`config.mk`:
```
export PLATFORM = sky130hd
export DESIGN_NAME = frame_dump_trigger
export DESIGN_NICKNAME = d
export VERILOG_FILES = /design/src/rtl/frame_dump_trigger_pkg.sv /design/src/rtl/frame_dump_trigger_sync_edge.sv /design/src/rtl/frame_dump_trigger.sv
export SDC_FILE = /design/constraint.sdc
export NUM_CORES = 1
export LEC_CHECK = 0
export ABC_AREA = 1
export CAP_MARGIN = 20
export CORE_MARGIN = 1.5
export CORE_UTILIZATION = 58
export CTS_CLUSTER_DIAMETER = 120
export DETAILED_ROUTE_END_ITERATION = 8
export HOLD_SLACK_MARGIN = 0.06
export PLACE_DENSITY = 0.88
export RECOVER_POWER = 100
export SLEW_MARGIN = 5
export SYNTH_ARGS = -nofsm -noshare
export SYNTH_HDL_FRONTEND = slang
export SYNTH_SLANG_ARGS = --single-unit
export TNS_END_PERCENT = 100
```
`constraint.sdc`:
```
create_clock -name clk -period 2 [get_ports clk]
set_input_delay 0.5 -clock clk [delete_from_list [all_inputs] [get_ports clk]]
set_output_delay 0.5 -clock clk [all_outputs]
set_load 0.02 [all_outputs]
```
`src/rtl/frame_dump_trigger_pkg.sv`:
```
// Shared constants for the frame dump trigger: state encoding and default counter width.
package frame_dump_trigger_pkg;
  localparam int unsigned CW_DEFAULT = 32;

  localparam logic [1:0] WAITDL = 2'd0;
  localparam logic [1:0] HOLD   = 2'd1;
  localparam logic [1:0] ARMED  = 2'd2;
  localparam logic [1:0] DUMP   = 2'd3;
endpackage

```
`src/rtl/frame_dump_trigger_sync_edge.sv`:
```
// Two-flop synchronizer plus a delay flop; emits synchronized level and its rise/fall strobes.
module frame_dump_trigger_sync_edge #(
  parameter logic RST_VAL = 1'b0
) (
  input  logic clk,
  input  logic rst_n,
  input  logic d_i,
  output logic lvl_o,
  output logic rise_o,
  output logic fall_o
);
  logic s1_q, s2_q, dly_q;

  always_ff @(posedge clk or negedge rst_n) begin
    if (!rst_n) begin
      s1_q  <= RST_VAL;
      s2_q  <= RST_VAL;
      dly_q <= RST_VAL;
    end else begin
      s1_q  <= d_i;
      s2_q  <= s1_q;
      dly_q <= s2_q;
    end
  end

  assign lvl_o  = s2_q;
  assign rise_o = ~dly_q & s2_q;
  assign fall_o = dly_q & ~s2_q;
endmodule

```
`src/rtl/frame_dump_trigger.sv`:
```
// Counts vsync falling edges and opens a dump window between programmable frames,
// optionally armed only after a ROM download finishes plus a holdoff.
module frame_dump_trigger
  import frame_dump_trigger_pkg::*;
#(
  parameter int unsigned CW          = CW_DEFAULT,
  parameter int unsigned START_FRAME = 0,
  parameter int unsigned STOP_FRAME  = 0,
  parameter bit          WAIT_DWN    = 1'b1,
  parameter int unsigned HOLDOFF     = 20000
) (
  input  logic          clk,
  input  logic          rst_n,
  input  logic          vs,
  input  logic          led,
  output logic [CW-1:0] frame_cnt,
  output logic          dump_en,
  output logic          dump_start,
  output logic          dump_stop,
  output logic [1:0]    st
);
  // A stop frame equal to the start frame would close and open at once; treat it as never-close.
  localparam int unsigned   STOP_EFF  = (STOP_FRAME == START_FRAME) ? 0 : STOP_FRAME;
  localparam logic [CW-1:0] START_C   = CW'(START_FRAME);
  localparam logic [CW-1:0] STOP_C    = CW'(STOP_EFF);
  localparam logic [31:0]   HOLD_INIT = 32'(HOLDOFF - 1);
  localparam logic [1:0]    ST_RST    = WAIT_DWN ? WAITDL : ARMED;

  logic vs_s, vs_rise, vs_fall;
  logic led_s, led_rise, led_fall;

  frame_dump_trigger_sync_edge #(.RST_VAL(1'b1)) u_vs_sync (
    .clk(clk), .rst_n(rst_n), .d_i(vs),
    .lvl_o(vs_s), .rise_o(vs_rise), .fall_o(vs_fall)
  );

  frame_dump_trigger_sync_edge #(.RST_VAL(1'b0)) u_led_sync (
    .clk(clk), .rst_n(rst_n), .d_i(led),
    .lvl_o(led_s), .rise_o(led_rise), .fall_o(led_fall)
  );

  logic unused_sync;
  assign unused_sync = vs_s ^ vs_rise ^ led_s;

  logic led_rise_g, led_fall_g;
  assign led_rise_g = WAIT_DWN && led_rise;
  assign led_fall_g = WAIT_DWN && led_fall;

  logic [CW-1:0] cnt_q, cnt_d, frame_inc;
  logic [1:0]    st_q, st_d;
  logic [31:0]   hold_q, hold_d;
  logic          done_q, done_d;
  logic          start_q, start_d, stop_q, stop_d;
  logic          start_ok, stop_hit;

  assign frame_inc = (&cnt_q) ? cnt_q : cnt_q + CW'(1);

  if (START_FRAME == 0) begin : g_start_any
    assign start_ok = 1'b1;
  end else begin : g_start_cmp
    assign start_ok = (frame_inc >= START_C);
  end

  assign stop_hit = (STOP_EFF != 0) && (frame_inc == STOP_C);

  always_comb begin
    cnt_d   = vs_fall ? frame_inc : cnt_q;
    st_d    = st_q;
    hold_d  = hold_q;
    done_d  = done_q;
    start_d = 1'b0;
    stop_d  = 1'b0;
    case (st_q)
      WAITDL: begin
        if (led_fall_g) begin
          if (HOLDOFF == 0) begin
            st_d = ARMED;
          end else begin
            st_d   = HOLD;
            hold_d = HOLD_INIT;
          end
        end
      end
      HOLD: begin
        if (led_rise_g)        st_d = WAITDL;
        else if (hold_q == 0)  st_d = ARMED;
        else                   hold_d = hold_q - 32'd1;
      end
      ARMED: begin
        // A new download takes priority over a coincident frame edge.
        if (led_rise_g) begin
          st_d   = WAITDL;
          done_d = 1'b0;
        end else if (!done_q && vs_fall && start_ok) begin
          st_d    = DUMP;
          start_d = 1'b1;
        end
      end
      DUMP: begin
        if (led_rise_g) begin
          st_d   = WAITDL;
          done_d = 1'b0;
          stop_d = 1'b1;
        end else if (vs_fall && stop_hit) begin
          st_d   = ARMED;
          done_d = 1'b1;
          stop_d = 1'b1;
        end
      end
      default: st_d = ST_RST;
    endcase
  end

  always_ff @(posedge clk or negedge rst_n) begin
    if (!rst_n) begin
      cnt_q   <= '0;
      st_q    <= ST_RST;
      hold_q  <= '0;
      done_q  <= 1'b0;
      start_q <= 1'b0;
      stop_q  <= 1'b0;
    end else begin
      cnt_q   <= cnt_d;
      st_q    <= st_d;
      hold_q  <= hold_d;
      done_q  <= done_d;
      start_q <= start_d;
      stop_q  <= stop_d;
    end
  end

  assign frame_cnt  = cnt_q;
  assign dump_en    = (st_q == DUMP);
  assign dump_start = start_q;
  assign dump_stop  = stop_q;
  assign st         = st_q;
endmodule

```
* Yosys cells after proc, flatten, opt, wreduce, memory -nomap -nowiden
Index checks and enable logic that the tools add are counted.
** Storage, ports and cells
- Input port bits :: 4
- Output and inout port bits :: 37
- Bits in registers :: 74
- Logic and storage cells :: 52
** Operators by class
- Mux-type cells :: 16
- Equality and inequality tests :: 9
- Bitwise logic cells :: 7
- Reduce and logical (&&, ||, !) cells :: 7
- Add/sub/neg operators :: 2
** Operators with widths (count)
- $mux 32 :: 3
- $pmux 32 s2 :: 1
- $add 32x1->32 const B :: 1
- $logic_not 32->1 :: 1
- $reduce_and 32->1 :: 1
- $sub 32x1->32 const B :: 1
- $mux 2 :: 6
- $pmux 2 s4 :: 1
- $reduce_and 4->1 :: 2
- $ne 2x2->1 const B :: 3
- $ne 3x3->1 const B :: 2
- $mux 1 :: 5
- $eq 2x2->1 const B :: 2
- $not 1->1 :: 4
- $and 1x1->1 :: 3
- $eq 2x1->1 const B :: 1
- $logic_not 2->1 :: 1
- $ne 2x1->1 const B :: 1
- $reduce_and 2->1 :: 1
- $reduce_bool 2->1 :: 1

* Depth between registers and ports, before layout
Gate-level depths: netlist of run 1.
- Depth in word-level cells :: 5
- Mapped depth :: 12
- Depth with buffers taken out :: 10

* Modules after synthesis
Synthesis of run 1 repeated with hierarchy kept, for this count alone.
** Second synthesis, totals
- Cell total of the unflattened synthesis :: 710
- Area total of the unflattened synthesis :: 4684.5 um^2
** Modules (own cells, without submodules)
- frame_dump_trigger :: cells an instance 696, sequential area each 1701.6 um^2, area each 4500.6 um^2, instances 1
- frame_dump_trigger_sync_edge (u_vs_sync) :: cells an instance 7, sequential area each 78.8 um^2, area each 93.8 um^2, instances 1
- frame_dump_trigger_sync_edge (u_led_sync) :: cells an instance 7, sequential area each 75.1 um^2, area each 90.1 um^2, instances 1

* Least setup slack after synthesis of run 1
OpenSTA, ideal clock, no wires.
- Path kind :: register -> register
- Start :: register cnt_q[0], in the netlist frame_cnt[0]
- End :: register cnt_q[7], in the netlist frame_cnt[7]
- Data required time :: 1880 ps
- Clock period less this slack :: 1807 ps
- Stages on the path, launching flop included :: 12
- Data arrival time :: 1687 ps
- Setup slack :: 193 ps
- Cells stage by stage :: dfrtp_1 -> ha_1 -> nand3_1 -> inv_1 -> nand2_1 -> nor2_2 -> nand2_1 -> nand2_4 -> inv_4 -> buf_6 -> nand2_1 -> o21ai_2
** Between the ends
- Longest elaborated chain between the ends :: 3
** RTL lines
- start: declaration :: RTL line frame_dump_trigger.sv:49 : logic [CW-1:0] cnt_q, cnt_d, frame_inc;
- start signal: assignment :: RTL line frame_dump_trigger.sv:123 : cnt_q <= cnt_d;
- parallel branches: the longest is 3 deep, another holds $add 32x1->32
Several ways; the timed one is not identified.
A chain may end at the register's enable or synchronous reset.

* Worst setup path in the final report of run 1
- Start :: register cnt_q[29], in the netlist frame_cnt[29]
- End :: output frame_cnt[29]
** RTL lines
- end: declaration :: RTL line frame_dump_trigger.sv:16 : output logic [CW-1:0] frame_cnt,
No word-level cell between the ends.

==> results of run 1 <==
==> per-layer routing <==
layer,GRT usage,part of all wire,vias up
met3,0.0642,0.082,27
met5,0,0,-
li1,-,-,2315
met1,0.417,0.45,2141
met2,0.460,0.45,198
met4,0.0821,0.017,0
==> cells by family after synthesis <==
kind of cell | count (synthesis) | synth area share
and+or+nand+nor | 458 | 0.410
buffers and inverters | 84 | 0.0799
DFF | 74 | 0.393
AOI/OAI and AO/OA | 62 | 0.0786
xor gates and xnor gates | 18 | 0.0334
adders and majority gates | 2 | 0.00529
==> registers in the layout, summed over array words and instances, names as in the netlist <==
name              cells
dump_stop             1
u_vs_sync.dly_q       1
u_vs_sync.s1_q        1
u_led_sync.dly_q      1
st                    2
u_led_sync.s1_q       1
dump_start            1
hold_q               32
u_led_sync.lvl_o      1
u_vs_sync.lvl_o       1
frame_cnt            32
==> synth_stat cells <==
cell type / number / area share
nand2_1: 249 / 0.20
nor2_1: 102 / 0.081
dfrtp_1: 71 / 0.38
inv_1: 64 / 0.051
nand3_1: 54 / 0.057
o21ai_0: 26 / 0.028
nor3_1: 18 / 0.019
o21ai_1: 15 / 0.016
xor2_1: 15 / 0.028
nand4_1: 11 / 0.015
o21ai_2: 9 / 0.017
nand3b_1: 7 / 0.011
nand2_2: 6 / 0.0079
a21oi_1: 5 / 0.0053
inv_2: 5 / 0.0040
nor2_4: 5 / 0.012
o21bai_1: 5 / 0.0079
buf_4: 4 / 0.0064
buf_6: 4 / 0.0095
buf_2: 3 / 0.0032
dfstp_2: 3 / 0.017
nor2_2: 3 / 0.0040
xnor2_1: 3 / 0.0056
ha_1: 2 / 0.0053
a21boi_4: 1 / 0.0040
and2_1: 1 / 0.0013
buf_1: 1 / 0.00079
buf_8: 1 / 0.0032
clkbuf_1: 1 / 0.00079
inv_4: 1 / 0.0013
nand2_4: 1 / 0.0024
nor3_2: 1 / 0.0021
o22ai_1: 1 / 0.0013
==> worst max-delay path by stage <==
stage                              start                  endpoint  cells after the start
2_1_floorplan   frame_cnt[0]$_DFFE_PN0P_  frame_cnt[7]$_DFFE_PN0P_                     11
3_3_place_gp    frame_cnt[0]$_DFFE_PN0P_  frame_cnt[3]$_DFFE_PN0P_                     10
3_5_place_dp    frame_cnt[0]$_DFFE_PN0P_  frame_cnt[2]$_DFFE_PN0P_                     10
4_1_cts        frame_cnt[25]$_DFFE_PN0P_             frame_cnt[25]                      2
5_1_grt        frame_cnt[29]$_DFFE_PN0P_             frame_cnt[29]                      1
6_report       frame_cnt[29]$_DFFE_PN0P_             frame_cnt[29]                      1
==> where the power goes <==
group / switching (mW) / internal, mW
clock network: 0.617 / 0.778
registers: 0.235 / 1.70
logic: 1.26 / 0.609
total: 2.11 / 3.08
==> cell type report <==
class / count / area share
multi-input combinational: 540 / 0.454
clock buffer: 11 / 0.0277
sequential: 74 / 0.340
inverter: 70 / 0.0490
clock inverter: 5 / 0.0156
timing repair buffer: 58 / 0.0906
tap: 102 / 0.0233
==> layout by cell type, fill, tap and decap left out, types with 3 or more instances in the layout <==
cell | netlist | final
xnor2_1 | 3 | 3
nand3_1 | 54 | 54
nand2_1 | 249 | 251
o21ai_2 | 9 | 3
nor3_1 | 18 | 17
clkbuf_1 | 1 | 8
a21oi_1 | 5 | 5
inv_2 | 5 | 5
dfrtp_1 | 71 | 68
xor2_1 | 15 | 15
nand2_2 | 6 | 4
inv_1 | 64 | 64
clkdlybuf4s50_1 | 0 | 24
o21ai_0 | 26 | 42
nor2_4 | 5 | 5
dlygate4sd3_1 | 0 | 6
o21ai_1 | 15 | 5
nand4_1 | 11 | 11
clkbuf_8 | 0 | 11
nand3b_1 | 7 | 7
dlygate4sd2_1 | 0 | 3
dfrtp_2 | 0 | 3
buf_4 | 4 | 13
o21bai_1 | 5 | 5
nor2_1 | 102 | 103
==> repair_timing <==
item                       4_1_cts  5_1_grt
setup buffers                    0        1
resized for setup                5       16
pin swaps                        0        0
setup endpoints to repair        5       66
==> impl_results.md, run 1 <==
* Status: finished clean
* Worst-path fanout max at 7
* R2r setup slk at 130 ps
* Post-synthesis cell type count at 33
* Kind of critical path: flip-flop to primary output
* Worst-path clk slew at 90 ps
* Clock Latency Late Sink at 360 ps
* Initial Utilization at 0.605
* CP arrival at 1460 ps
* Setup slack after placement at 96.7 ps
* Largest delay share family, worst path: buffers and inverters
* Longest Clk Path Bufs at 2
* Setup violators final at 0
* Yosys reg bits at 74
* Post-synthesis sequential area ratio at 0.393
* Worst Setup End Kind: primary output
* Antenna Cells at 0
* Hold Slack at 272 ps
* DR iter-0 viols at 453
* Crit path buffers/inverters at 1
* Final max-slew violation count at 0
* Largest net degree at the start of global routing at 40
* Pleak at 2.51 nW
* RSZ-0062 raised after global routing: no
* Initial antenna violation count at 0
* Max-Slew Margin vs Limit at 0.376
* Layout fillers at 632
* CTS tree: done
* Num CTS Buffers at 9
* Vias in the first global route at 4478
* Post-route DRC at 0
* Synth Area per Inst at 6.77 um2
* R2R cell count at 10
* PortBufs at 40
* Rows at 32
* Setup ws final at 41.8 ps
* Worst vdd ir at 0.00109 V
* Setup TNS Final at 0 ps
* Die W at 93.3 um
* Routed WL at 12.0 mm
* Period utilisation layout at 0.979
* P per Cell Area at 950 nW/um2
* Post-Place Cells at 843
* First-pass GRT wire length at 20.4 mm
* R2R Path Start: frame_cnt[15]$_DFFE_PN0P_
* Slowest CP cell: clkdlybuf4s50_1
* All-layer global routing usage at 0.296
* Worst Clk Skew at 11.1 ps
* Max-cap check violation count at 0
* Total Power at 5.20 mW
* Post-synthesis cell count at 698
* Worst-margin pin slew at 936 ps
* Final #Nets at 759
* Via count at 4681
* GP Congestion at 0.975
* P&R area growth vs syn at 15.7%
* H-Tree Level Count at 3
* Post-DP Area at 5290 um2
* Max Fclk at 511 MHz
* Final non-filler cell total at 860
* Layout cell share with drive strength beyond 1 at 0.0831
* Worst hold path type: input port to asynchronous set/reset pin
* Critical Path Start Type: flip-flop
* Routed len/inst at 13.9 um
* Via density at 5.44
* I/O pin cnt at 41
* Die Y at 93.3 um
* Hold Vio Cnt, Final at 0
* Post-synthesis net count at 704
* Die Area at 8700 um2
* Total gr overflow at 0
* CP required at 1500 ps
* Area of the multi-input gates at 2480 um2
* Synth warn at 0
* CP cell instances: clkdlybuf4s50_1
* Register cell area after layout at 1860 um2
* CP max stage delay at 640 ps
* RR Endpoint: frame_cnt[18]$_DFFE_PN0P_
* Dpl hpwl at 8.81 mm
* Root Buffer: clkbuf_8
* Post-CTS Hold Fix Bufs at 0
* Core footprint at 7810 um2
* Post-route minimum period at 1960 ps
* Clock Sinks at 74
* Post-DRT Antenna Nets at 0
* Post-layout util at 0.700
* Mapped Area at 4730 um2
* Post-route cell area at 5470 um2
* DRT Pass-1 Iters at 5
Note: power is estimated with default switching activity, not from simulation.
==> inputs of run 2 (changes only) <==
- GPL_TIMING_DRIVEN: not set -> 0
==> impl_results.md, run 2 (synthesis results as in run 1) <==
* Status: finished clean
* Antenna Cells at 0 (unchanged)
* Via density at 5.59 (+2.7%)
* Layout fillers at 629 (-0.47%)
* Total Power at 5.44 mW (+4.7%)
* Pleak at 2.52 nW (+0.70%)
* Vias in the first global route at 4524 (+1.0%)
* Routed len/inst at 14.8 um (+6.0%)
* P per Cell Area at 981 nW/um2 (+3.2%)
* Post-route DRC at 0 (unchanged)
* First-pass GRT wire length at 21.0 mm (+2.8%)
* Dpl hpwl at 9.20 mm (+4.4%)
* Max-cap check violation count at 0 (unchanged)
* Crit path buffers/inverters at 1 (unchanged)
* Kind of critical path: flip-flop to primary output
* Worst vdd ir at 0.000843 V (-23%)
* Final #Nets at 764 (+0.66%)
* DR iter-0 viols at 477 (+5.3%)
* Largest delay share family, worst path: buffers and inverters
* Die Area at 8700 um2 (unchanged)
* Clock Sinks at 74 (unchanged)
* Post-DRT Antenna Nets at 0 (unchanged)
* CP required at 1500 ps (about the same)
* Post-DP Area at 5280 um2 (-0.24%)
* PortBufs at 40 (unchanged)
* I/O pin cnt at 41 (unchanged)
* Post-route cell area at 5550 um2 (+1.4%)
* Setup TNS Final at 0 ps (unchanged)
* Die Y at 93.3 um (unchanged)
* CTS tree: done
* Worst-path fanout max at 5 (-2)
* Die W at 93.3 um (unchanged)
* Via count at 4835 (+3.3%)
* Final max-slew violation count at 0 (unchanged)
* Longest Clk Path Bufs at 2 (unchanged)
* CP arrival at 1470 ps (about the same)
* Worst-margin pin slew at 1080 ps (+146 ps)
* Most frequent cells in the layout: nand2_1 (249), nor2_1 (99), dfrtp_1 (68), inv_1 (63), nand3_1 (53)
* Initial Utilization at 0.605 (unchanged)
* CP max stage delay at 650 ps (about the same)
* Max Fclk at 509 MHz (-0.42%)
* Clock Latency Late Sink at 370 ps (about the same)
* Worst hold path type: flip-flop to flip-flop
* H-Tree Level Count at 3 (unchanged)
* Worst Clk Skew at 14.9 ps (+3.81 ps)
* Period utilisation layout at 0.983 (+0.00416)
* Critical Path Start Type: flip-flop
* Hold Vio Cnt, Final at 0 (unchanged)
* Routed WL at 12.8 mm (+6.7%)
* CP cell instances: clkdlybuf4s50_1
* Largest net degree at the start of global routing at 59 (+48%)
* RSZ-0062 raised after global routing: no
* Commonest non-fill, non-tap cell in the layout: nand2_1
* All-layer global routing usage at 0.306 (+0.0103)
* Worst Setup End Kind: primary output
* Post-route minimum period at 1970 ps (+8.33 ps)
* Max-Slew Margin vs Limit at 0.278 (-0.0975)
* Rows at 32 (unchanged)
* Root Buffer: clkbuf_8
* Setup violators final at 0 (unchanged)
* Core footprint at 7810 um2 (unchanged)
* Initial antenna violation count at 0 (unchanged)
* GP Congestion at 0.954 (-2.1%)
* Layout cell share with drive strength beyond 1 at 0.102 (+0.0191)
* Total gr overflow at 0 (unchanged)
* Slowest CP cell: clkdlybuf4s50_1
* Num CTS Buffers at 9 (unchanged)
* DRT Pass-1 Iters at 5 (unchanged)
* Worst-path clk slew at 80 ps (about the same)
* P&R area growth vs syn at 17.3%
[run 2: cell count changes in the layout (fill, tap and decap cells not counted), sizes merged]
cell,before,now
buf,15,19
clkdlybuf4s50,24,23
clkinv,1,2
dlygate4sd2,3,1
dlygate4sd3,6,8
inv,71,72
[run 2: timing repair]
action,CTS,global route
hold buffers,1,0
setup endpoints to repair,26,60
resized for setup,5,19
pin swaps,1,2
hold endpoints to repair,16,0
buffers inserted,2,5
[run 2: layout make-up]
type                    instances  area (um2)  area share
clock inverters                 7         101      0.0183
multi-input cells             540        2520       0.455
inverters                      70         265      0.0478
well taps                     102         128      0.0230
repair buffers                 49         429      0.0774
clock buffers                   9         124      0.0223
plain buffers                  14         118      0.0212
flip-flops and latches         74        1860       0.335
[run 2: final timing paths]
path / from / to / slack [ps] / cells after the start
max: frame_cnt[4]$_DFFE_PN0P_ / frame_cnt[4] / 30 / 1
min: u_vs_sync.s1_q$_DFF_PN1_ / u_vs_sync.lvl_o$_DFF_PN1_ / 370 / 0
max reg2reg: frame_cnt[0]$_DFFE_PN0P_ / frame_cnt[7]$_DFFE_PN0P_ / 70 / 11
min reg2reg: u_vs_sync.s1_q$_DFF_PN1_ / u_vs_sync.lvl_o$_DFF_PN1_ / 370 / 0
max in group asynchronous: rst_n / u_vs_sync.lvl_o$_DFF_PN1_ / 260 / 3
min in group asynchronous: rst_n / frame_cnt[13]$_DFFE_PN0P_ / 860 / 2
[run 2: per-stage QoR]
step | hold slack [ps] | utilization | instances | setup slack, ps
2_1_floorplan | 204 | - | 698 | 193
3_3_place_gp | 344 | 0.673 | 840 | -2180
3_5_place_dp | 339 | 0.676 | 841 | -36.8
4_1_cts | 366 | 0.709 | 860 | 6.32
5_1_grt | 372 | 0.710 | 865 | 3.25
6_report | 370 | 0.710 | 865 | 33.5
[run 2: per-layer routing]
layer  share of wire  GRT usage  wire length (um)
met1            0.44      0.432              5670
met2            0.46      0.486              5910
met3           0.078     0.0528              1000
met4           0.015     0.0871               197
met5               0          0                 0
[run 2: power breakdown]
part           internal, mW  total (mW)  switching (mW)  leakage, nW
Combinational         0.741        2.15            1.41         1.43
Clock                 0.715        1.36           0.640        0.112
Sequential             1.70        1.94           0.241        0.978
Total                  3.15        5.44            2.29         2.52
